==> config.mk <==
export PLATFORM = sky130hd
export DESIGN_NAME = obj_tape_punch
export DESIGN_NICKNAME = d
export VERILOG_FILES = /design/src/rtl/obj_tape_punch_pkg.sv /design/src/rtl/obj_tape_punch_frame_tx.sv /design/src/rtl/obj_tape_punch.sv
export SDC_FILE = /design/constraint.sdc
export NUM_CORES = 1
export LEC_CHECK = 0
export BUFFER_PORTS_ARGS = -buffer_cell sky130_fd_sc_hd__buf_2
export CAP_MARGIN = 25
export CORE_ASPECT_RATIO = 1.75
export CORE_MARGIN = 2
export CORE_UTILIZATION = 35
export DETAILED_ROUTE_END_ITERATION = 8
export GPL_ROUTABILITY_DRIVEN = 0
export HOLD_SLACK_MARGIN = 0.03
export PLACE_DENSITY = 0.6
export SETUP_SLACK_MARGIN = 0.5
export SLEW_MARGIN = 15
export SYNTH_ARGS = -nofsm -noshare
export SYNTH_HDL_FRONTEND = slang
export SYNTH_SLANG_ARGS = --single-unit
==> constraint.sdc <==
create_clock -name clk -period 6.4 [get_ports clk]
set_clock_uncertainty 0.1 [all_clocks]
set_input_delay 0.64 -clock clk [delete_from_list [all_inputs] [get_ports clk]]
set_output_delay 0.64 -clock clk [all_outputs]
set_load 0.01 [all_outputs]
==> src/rtl/obj_tape_punch_pkg.sv <==
// obj_tape_punch_pkg: shared memory/tape definitions for the PAL binary tape dumper.
package obj_tape_punch_pkg;
    localparam int PAGES = 32;
    localparam int WORDS_PER_PAGE = 128;
    typedef logic [11:0] word;
    typedef logic [7:0] tape_frame_t;
    localparam tape_frame_t TAPE_ORIGIN_FLAG = 8'o100;
    localparam logic [5:0] TAPE_FIELD_MASK = 6'o77;
    typedef enum logic [3:0] {
        IDLE, REQ, WAIT, ORG_HI, ORG_LO, DAT_HI, DAT_LO, NEXT, FIN
    } Punch_states_t;
    function automatic tape_frame_t tape_field(input logic [5:0] f);
        return {2'b00, f & TAPE_FIELD_MASK};
    endfunction
endpackage

==> src/rtl/obj_tape_punch_frame_tx.sv <==
// tape_frame_tx: single-entry output register holding a frame until the consumer accepts it.
module tape_frame_tx
    import obj_tape_punch_pkg::*;
(
    input  logic        clk,
    input  logic        rst_n,
    input  logic        load,
    input  tape_frame_t frame,
    input  logic        ready,
    output tape_frame_t data,
    output logic        valid,
    output logic        accept
);
    assign accept = valid & ready;
    // A load in the accept cycle refills the slot, giving one frame per cycle.
    always_ff @(posedge clk or negedge rst_n) begin
        if (!rst_n) begin
            data  <= '0;
            valid <= 1'b0;
        end else if (load) begin
            data  <= frame;
            valid <= 1'b1;
        end else if (accept) begin
            valid <= 1'b0;
        end
    end
endmodule

==> src/rtl/obj_tape_punch.sv <==
// obj_tape_punch: walks a PDP-8 address range over the memory read port and punches
// the PAL binary stream (origin records for each run of valid words, two frames per word).
module obj_tape_punch
    import obj_tape_punch_pkg::*;
#(
    parameter int ADDR_W = $clog2(PAGES * WORDS_PER_PAGE),
    parameter int DATA_W = 12
) (
    input  logic              clk,
    input  logic              btnCpuReset,
    input  logic              start,
    input  logic [ADDR_W-1:0] start_addr,
    input  logic [ADDR_W-1:0] end_addr,
    output logic              mem_read_enable,
    output logic [ADDR_W-1:0] mem_address,
    input  logic [DATA_W-1:0] mem_read_data,
    input  logic              mem_valid,
    input  logic              mem_finished,
    output logic [7:0]        tape_data,
    output logic              tape_valid,
    input  logic              tape_ready,
    output logic              busy,
    output logic              done
);
    Punch_states_t state, next;
    logic [ADDR_W:0] cur, last;
    logic [DATA_W-1:0] data, wd;
    logic need_origin, load, accept;
    tape_frame_t frame;

    assign mem_read_enable = state == REQ || state == WAIT;
    assign mem_address = cur[ADDR_W-1:0];
    assign busy = state != IDLE && state != FIN;
    assign done = state == FIN;

    always_ff @(posedge clk or negedge btnCpuReset) begin
        if (!btnCpuReset) state <= IDLE;
        else state <= next;
    end

    always_comb begin
        next = state;
        case (state)
            IDLE:    if (start) next = end_addr < start_addr ? FIN : REQ;
            REQ:     next = WAIT;
            WAIT:    if (mem_finished) next = !mem_valid ? NEXT : need_origin ? ORG_HI : DAT_HI;
            ORG_HI:  if (accept) next = ORG_LO;
            ORG_LO:  if (accept) next = DAT_HI;
            DAT_HI:  if (accept) next = DAT_LO;
            DAT_LO:  if (accept) next = NEXT;
            NEXT:    next = cur == last ? FIN : REQ;
            FIN:     next = IDLE;
            default: next = IDLE;
        endcase
    end

    // Frames are loaded on the edge that enters an emit state; the word comes
    // straight off the bus when leaving WAIT since data is captured on that edge.
    always_comb begin
        wd = state == WAIT ? mem_read_data : data;
        frame = next == ORG_HI ? (TAPE_ORIGIN_FLAG | tape_field(cur[ADDR_W-1 -: 6])) :
                next == ORG_LO ? tape_field(cur[5:0]) :
                next == DAT_HI ? tape_field(wd[DATA_W-1 -: 6]) : tape_field(wd[5:0]);
        load = next != state && (next inside {ORG_HI, ORG_LO, DAT_HI, DAT_LO});
    end

    always_ff @(posedge clk or negedge btnCpuReset) begin
        if (!btnCpuReset) begin
            cur <= '0;
            last <= '0;
            data <= '0;
            need_origin <= 1'b1;
        end else if (state == IDLE && start) begin
            cur <= {1'b0, start_addr};
            last <= {1'b0, end_addr};
            need_origin <= 1'b1;
        end else if (state == WAIT && mem_finished) begin
            data <= mem_read_data;
            if (!mem_valid) need_origin <= 1'b1;
        end else if (state == ORG_LO && accept) begin
            need_origin <= 1'b0;
        end else if (state == NEXT && cur != last) begin
            cur <= cur + 1'b1;
        end
    end

    tape_frame_tx u_tx (
        .clk    (clk),
        .rst_n  (btnCpuReset),
        .load   (load),
        .frame  (frame),
        .ready  (tape_ready),
        .data   (tape_data),
        .valid  (tape_valid),
        .accept (accept)
    );
endmodule

* Yosys cells after proc, flatten, opt, wreduce, memory -nomap -nowiden
Cells that the tools add are included.
** Storage, ports and cells
- Register bits after elaboration :: 51
- Output and inout port bits :: 24
- Word-level logic and storage cells :: 71
** Operators by class
- Eq/ne operators :: 19
- Mux-type cells :: 25
- Bitwise operators :: 2
- Add/subtract/negate cells :: 1
- Reductions and logical operators :: 16
- Magnitude comparators :: 1
** Operator list (number)
- $mux 13 :: 4
- $mux 4 :: 8
- $pmux 4 s8 :: 1
- $eq 4x3->1 const B :: 7
- $add 13x1->13 const B :: 1
- $eq 13x12->1 :: 1
- $ne 13x12->1 :: 1
- $eq 4x2->1 const B :: 3
- $lt 12x12->1 :: 1
- $mux 12 :: 1
- $mux 6 :: 2
- $reduce_bool 4->1 :: 2
- $mux 7 :: 1
- $logic_and 1x1->1 :: 6
- $mux 1 :: 6
- $mux 3 :: 2
- $eq 4x1->1 const B :: 1
- $eq 4x4->1 const B :: 1
- $logic_not 4->1 :: 1
- $ne 2x2->1 const B :: 2
- $ne 4x4->1 :: 1
- $ne 4x4->1 const B :: 1
- $reduce_and 2->1 :: 2
- $reduce_bool 2->1 :: 2
- other kinds (6) :: 6

* Depth between registers and ports, before layout
- Word-level depth :: 8
- Mapped depth :: 10

* Modules after synthesis
From an unflattened synthesis, not the netlist that was laid out.
** Unflattened totals
- Cell total of the unflattened synthesis :: 349
- Area, all modules :: 3303.2 sq um
** By module, submodules not included
- obj_tape_punch :: area each 2927.8 sq um, sequential area each 1052.3 sq um, times used 1, cells each 328
- tape_frame_tx :: area each 375.4 sq um, sequential area each 225.2 sq um, times used 1, cells each 21

* Worst setup path before layout
No wires, ideal clock.
- Kind :: input -> register
- Start point :: in start_addr[2]
- End point :: reg u_tx.data[0]
- Setup time :: 0.125 ns
- Required time :: 6.175 ns
- Stages on the path :: 9
- Path buffers :: 0
- Path slack :: 3.625 ns
- Data arrival time :: 2.550 ns
- Cell sequence :: inv_1 -> ha_1 -> a21o_1 -> a31oi_1 -> o21ai_0 -> a221oi_1 -> o21ai_2 -> o211ai_2 -> mux2_2
** Between the ends
- Word-level cells in the longest chain between the ends :: 8
- Elaborated cells between the ends (all ways) :: 14
- Classes of those cells :: 1 x order compare; 5 x eq/ne; 6 x mux; 2 x reduce/logical
** Ends and longest elaborated chain
- from (decl) :: line obj_tape_punch.sv:12 : input logic [ADDR_W-1:0] start_addr,
- $lt 12x12->1 * :: line obj_tape_punch.sv:44 : IDLE: if (start) next = end_addr < start_addr ? FIN : REQ;
- $mux 4 * (2 in a row) :: line obj_tape_punch.sv:44
- $pmux 4 s8 * :: line obj_tape_punch.sv:43 : case (state)
- via next[0] :: line obj_tape_punch.sv:25 : Punch_states_t state, next;
- $eq 4x3->1 :: line obj_tape_punch.sv:63, obj_tape_punch.sv:64
- $mux 6 :: line obj_tape_punch.sv:63 : next == DAT_HI ? tape_field(wd[DATA_W-1 -: 6]) : tape_field(wd[5:0]);
- $mux 6 :: line obj_tape_punch.sv:62 : next == ORG_LO ? tape_field(cur[5:0]) :
- $mux 7 :: line obj_tape_punch.sv:61 : frame = next == ORG_HI ? (TAPE_ORIGIN_FLAG | tape_field(cur[ADDR_W-1 -: 6])) :
- to (signal assigned) :: line obj_tape_punch_frame_tx.sv:21 : data <= frame;
- to (decl) :: line obj_tape_punch_frame_tx.sv:10 : output tape_frame_t data,
The timed path passes the listed nets; every way through them passes the cells marked *.
A chain may end at the register's enable or synchronous reset.

* Worst setup path after layout
- Start point :: reg state[0]
- End point :: reg u_tx.data[0]
** Between the ends
- Word-level cells in the longest chain between the ends :: 6
- Elaborated cells between the ends (all ways) :: 26
- Classes of those cells :: 12 x eq/ne; 11 x mux; 3 x reduce/logical
** Ends and longest elaborated chain
- from (decl) :: line obj_tape_punch.sv:25
- from (signal assigned) :: line obj_tape_punch.sv:38 : else state <= next;
- $eq 4x3->1 (tied with other cells) :: line obj_tape_punch.sv:43
- $pmux 4 s8 :: line obj_tape_punch.sv:43
- $eq 4x3->1 :: line obj_tape_punch.sv:63, obj_tape_punch.sv:64
- $mux 6 :: line obj_tape_punch.sv:63
- $mux 6 :: line obj_tape_punch.sv:62
- $mux 7 :: line obj_tape_punch.sv:61
Several ways; a longest one is shown, not always the timed one.

==> results.md <==
- Ys flop type: dfrtp_1
- Layout filler cell count: 976
- Initial core utilization: 0.3631
- CTS root buffer: clkbuf_16
- Syn Nets: 412
- Antenna cells: 0
- CP peak stage delay: 0.89 ns
- R2R Setup Slk: 3.25 ns
- # resized after CTS: 0
- Syn. warnings: 0
- Synthesized area: 3302 sq um
- Initial antenna violation count: 0
- Post-CTS Hold Buffers: 0
- Die width: 77.42 um
- Share of cells above drive strength 1: 0.2700
- RR Endpoint: u_tx.data[0]$_DFFE_PN0P_
- Critical Path RT: 6.48 ns
- Crit. End Element: register
- Max-Cap Viols: 0
- Least-Margin Pin Slew: 0.9712 ns
- Vias per cell: 5.123
- Most common cell after layout, fill and taps aside: buf_2
- Hold Fails Final Rpt: 0
- Slew margin rel.: 0.3526
- Cts bufs inserted: 5
- RSZ-0062 raised after global routing: false
- IO Count: 66
- Max Freq: 0.3179 GHz
- CP Cell Sequence: nor4b_4, nand3_1, a311o_1, o31ai_1, a21oi_1, mux2_2
- DR WL/cell: 16.58 um
- Register-to-Register Path Depth: 6
- Lkg Pwr: 1.834 nW
- Number of synthesized flops with an enable pin: 0
- Die height: 132.5 um
- 1st-pass router iterations: 4
- Nets: 454
- #FFs+latches synth: 50
- Cells after synthesis: 358
- CTS sink cnt: 50
- Iter 0 DRT Violations: 121
- # rows: 46
- Worst setup margin: 3.254 ns
- Hold Crit Class: in2async
- P&R area growth vs syn: 13.68%
- DPL Wire Length: 6769 um
- Routed Wire Length: 8623 um
- Pre-CTS setup slack: 3.034 ns
- GRT overflow: 0
- IO buf count: 64
- Worst path slowest cell: nor4b_4
- Post-CTS setup buffers: 0
- Worst vdd ir: 188.7 uV
- Worst skew pair latency: 0.29 ns
- CP Class: reg2reg
- Die area: 10,260 sq um
- Global-route wire length before repair: 13,840 um
- Post-synth ARST share: 1.000
- Final period utilization: 0.4916
- All-layer global routing usage: 0.1712
- Final critical-path required period: 3.146 ns
- Mean Syn Cell Area: 9.223 sq um
- CTS tree: done
- Antenna viol nets, final: 0
- Htree depth: 2
- Via count: 2,664
- CTS max path bufs: 2
- DRC: 0
- Vias in the first global route: 2,731
- Clk slew on worst S/H paths: 0.07 ns
- Seq/Total Area, Yosys: 0.3793
- Critical path launch point type: register
- Power Density: 499.2 nW/um^2
- Most frequent cells in the layout: buf_2 (64), nand2_1 (62), dfrtp_1 (49)
- Core area: 9094 sq um
- Number of library cell types mapped by synthesis: 59
- Largest net degree at the start of global routing: 51
- Outcome: finished, final reports clean
- Final setup viols: 0
- Crit Path Max Fanout: 14
- Crit Reg-Reg Startpoint: state[0]$_DFF_PN0_
- WP data arrival: 3.23 ns
- Max-slew violations: 0
- Fin Setup TNS: 0 ns
-- cell usage after synthesis (6+ instances only) --
| library cell | number | area [sq um] |
|---|---|---|
| a211oi_1 | 7 | 52.55 |
| nor2_1 | 20 | 75.07 |
| ha_1 | 12 | 150.1 |
| xor2_1 | 15 | 131.4 |
| nand2_1 | 62 | 232.7 |
| inv_1 | 18 | 67.56 |
| nand3_1 | 8 | 40.04 |
| dfrtp_1 | 49 | 1226 |
| buf_4 | 15 | 112.6 |
| mux2i_1 | 13 | 130.1 |
| o21ai_0 | 12 | 60.06 |
| mux2_2 | 24 | 270.3 |
| clkbuf_1 | 7 | 26.28 |
| nand4_1 | 6 | 37.54 |
| a21oi_1 | 10 | 50.05 |
-- sequential cells by signal, summed over array words and instances, names as in the netlist --
name and count:
need_origin 1, data 12, cur 13, state 4
last 12, u_tx.data 7, u_tx.valid 1
-- critical path: cells and delay by family (launching register included) --
family | cells | cell delay [ns]
multiplexers | 1 | 0.28
flip-flops | 1 | 0.51
AND/OR/NAND/NOR | 2 | 1.17
AO/OA/AOI/OAI | 3 | 0.97
-- cells by family (layout without fill, tap and decap cells) --
family | Yosys count | after routing | share of synthesized area
xor+xnor | 20 | 20 | 0.05305
simple gates | 126 | 126 | 0.1800
fa+ha+maj | 13 | 13 | 0.04850
flops | 50 | 50 | 0.3793
other cells | 1 | 1 | 0.001136
buf+inv | 49 | 91 | 0.07919
compound gates | 62 | 62 | 0.1376
mux | 37 | 37 | 0.1213
-- area by class of cell --
class                           instances  area [sq um]  share of cell area
Multi-Input combinational cell        259          1788              0.4763
Sequential cell                        50          1252              0.3337
Timing Repair Buffer                   65         327.8             0.08733
Tap cell                              120         150.1             0.04000
Clock buffer                            5         125.1             0.03333
Inverter                               19         71.32             0.01900
Clock inverter                          2         38.79             0.01033
-- routing by layer --
metal  GRT usage  wire (um)  up-vias
met5           0          0        -
met1      0.1787       3205     1267
met2      0.3304       4894       64
met3     0.02456        308       16
li1            -          -     1317
met4     0.07440        214        0
-- per-stage QoR --
step	utilization	std cells	total power [W]	area (sq um)	hold slack [ns]
finish	0.4128	520	0.001874	3754	0.3605
global route	0.4128	520	0.002016	3754	0.4108
CTS	0.4128	520	0.001890	3754	0.3958
detailed placement	0.3947	513	0.001582	3590	0.3842
global placement	0.3947	513	0.001561	3590	0.3805
floorplan	-	358	0.001370	3302	0.2444
-- how the worst max path moves through the flow --
stage,slack (ns),from,endpoint,depth (start not counted)
detailed placement,3.03,start_addr[2],u_tx.data[3]$_DFFE_PN0P_,10
CTS,3.24,state[0]$_DFF_PN0_,u_tx.data[3]$_DFFE_PN0P_,6
floorplan,3.62,start_addr[2],u_tx.data[0]$_DFFE_PN0P_,9
global route,2.98,state[1]$_DFF_PN0_,u_tx.data[3]$_DFFE_PN0P_,6
global placement,3.22,start_addr[2],u_tx.data[3]$_DFFE_PN0P_,10
finish,3.25,state[0]$_DFF_PN0_,u_tx.data[0]$_DFFE_PN0P_,6
-- power by group --
part           switching (W)  total, W  internal, W
Clock               0.000118  0.000301     0.000183
Sequential          0.000188  0.000660     0.000472
Combinational       0.000485  0.000913     0.000428
(Power assumes the default switching activity.)
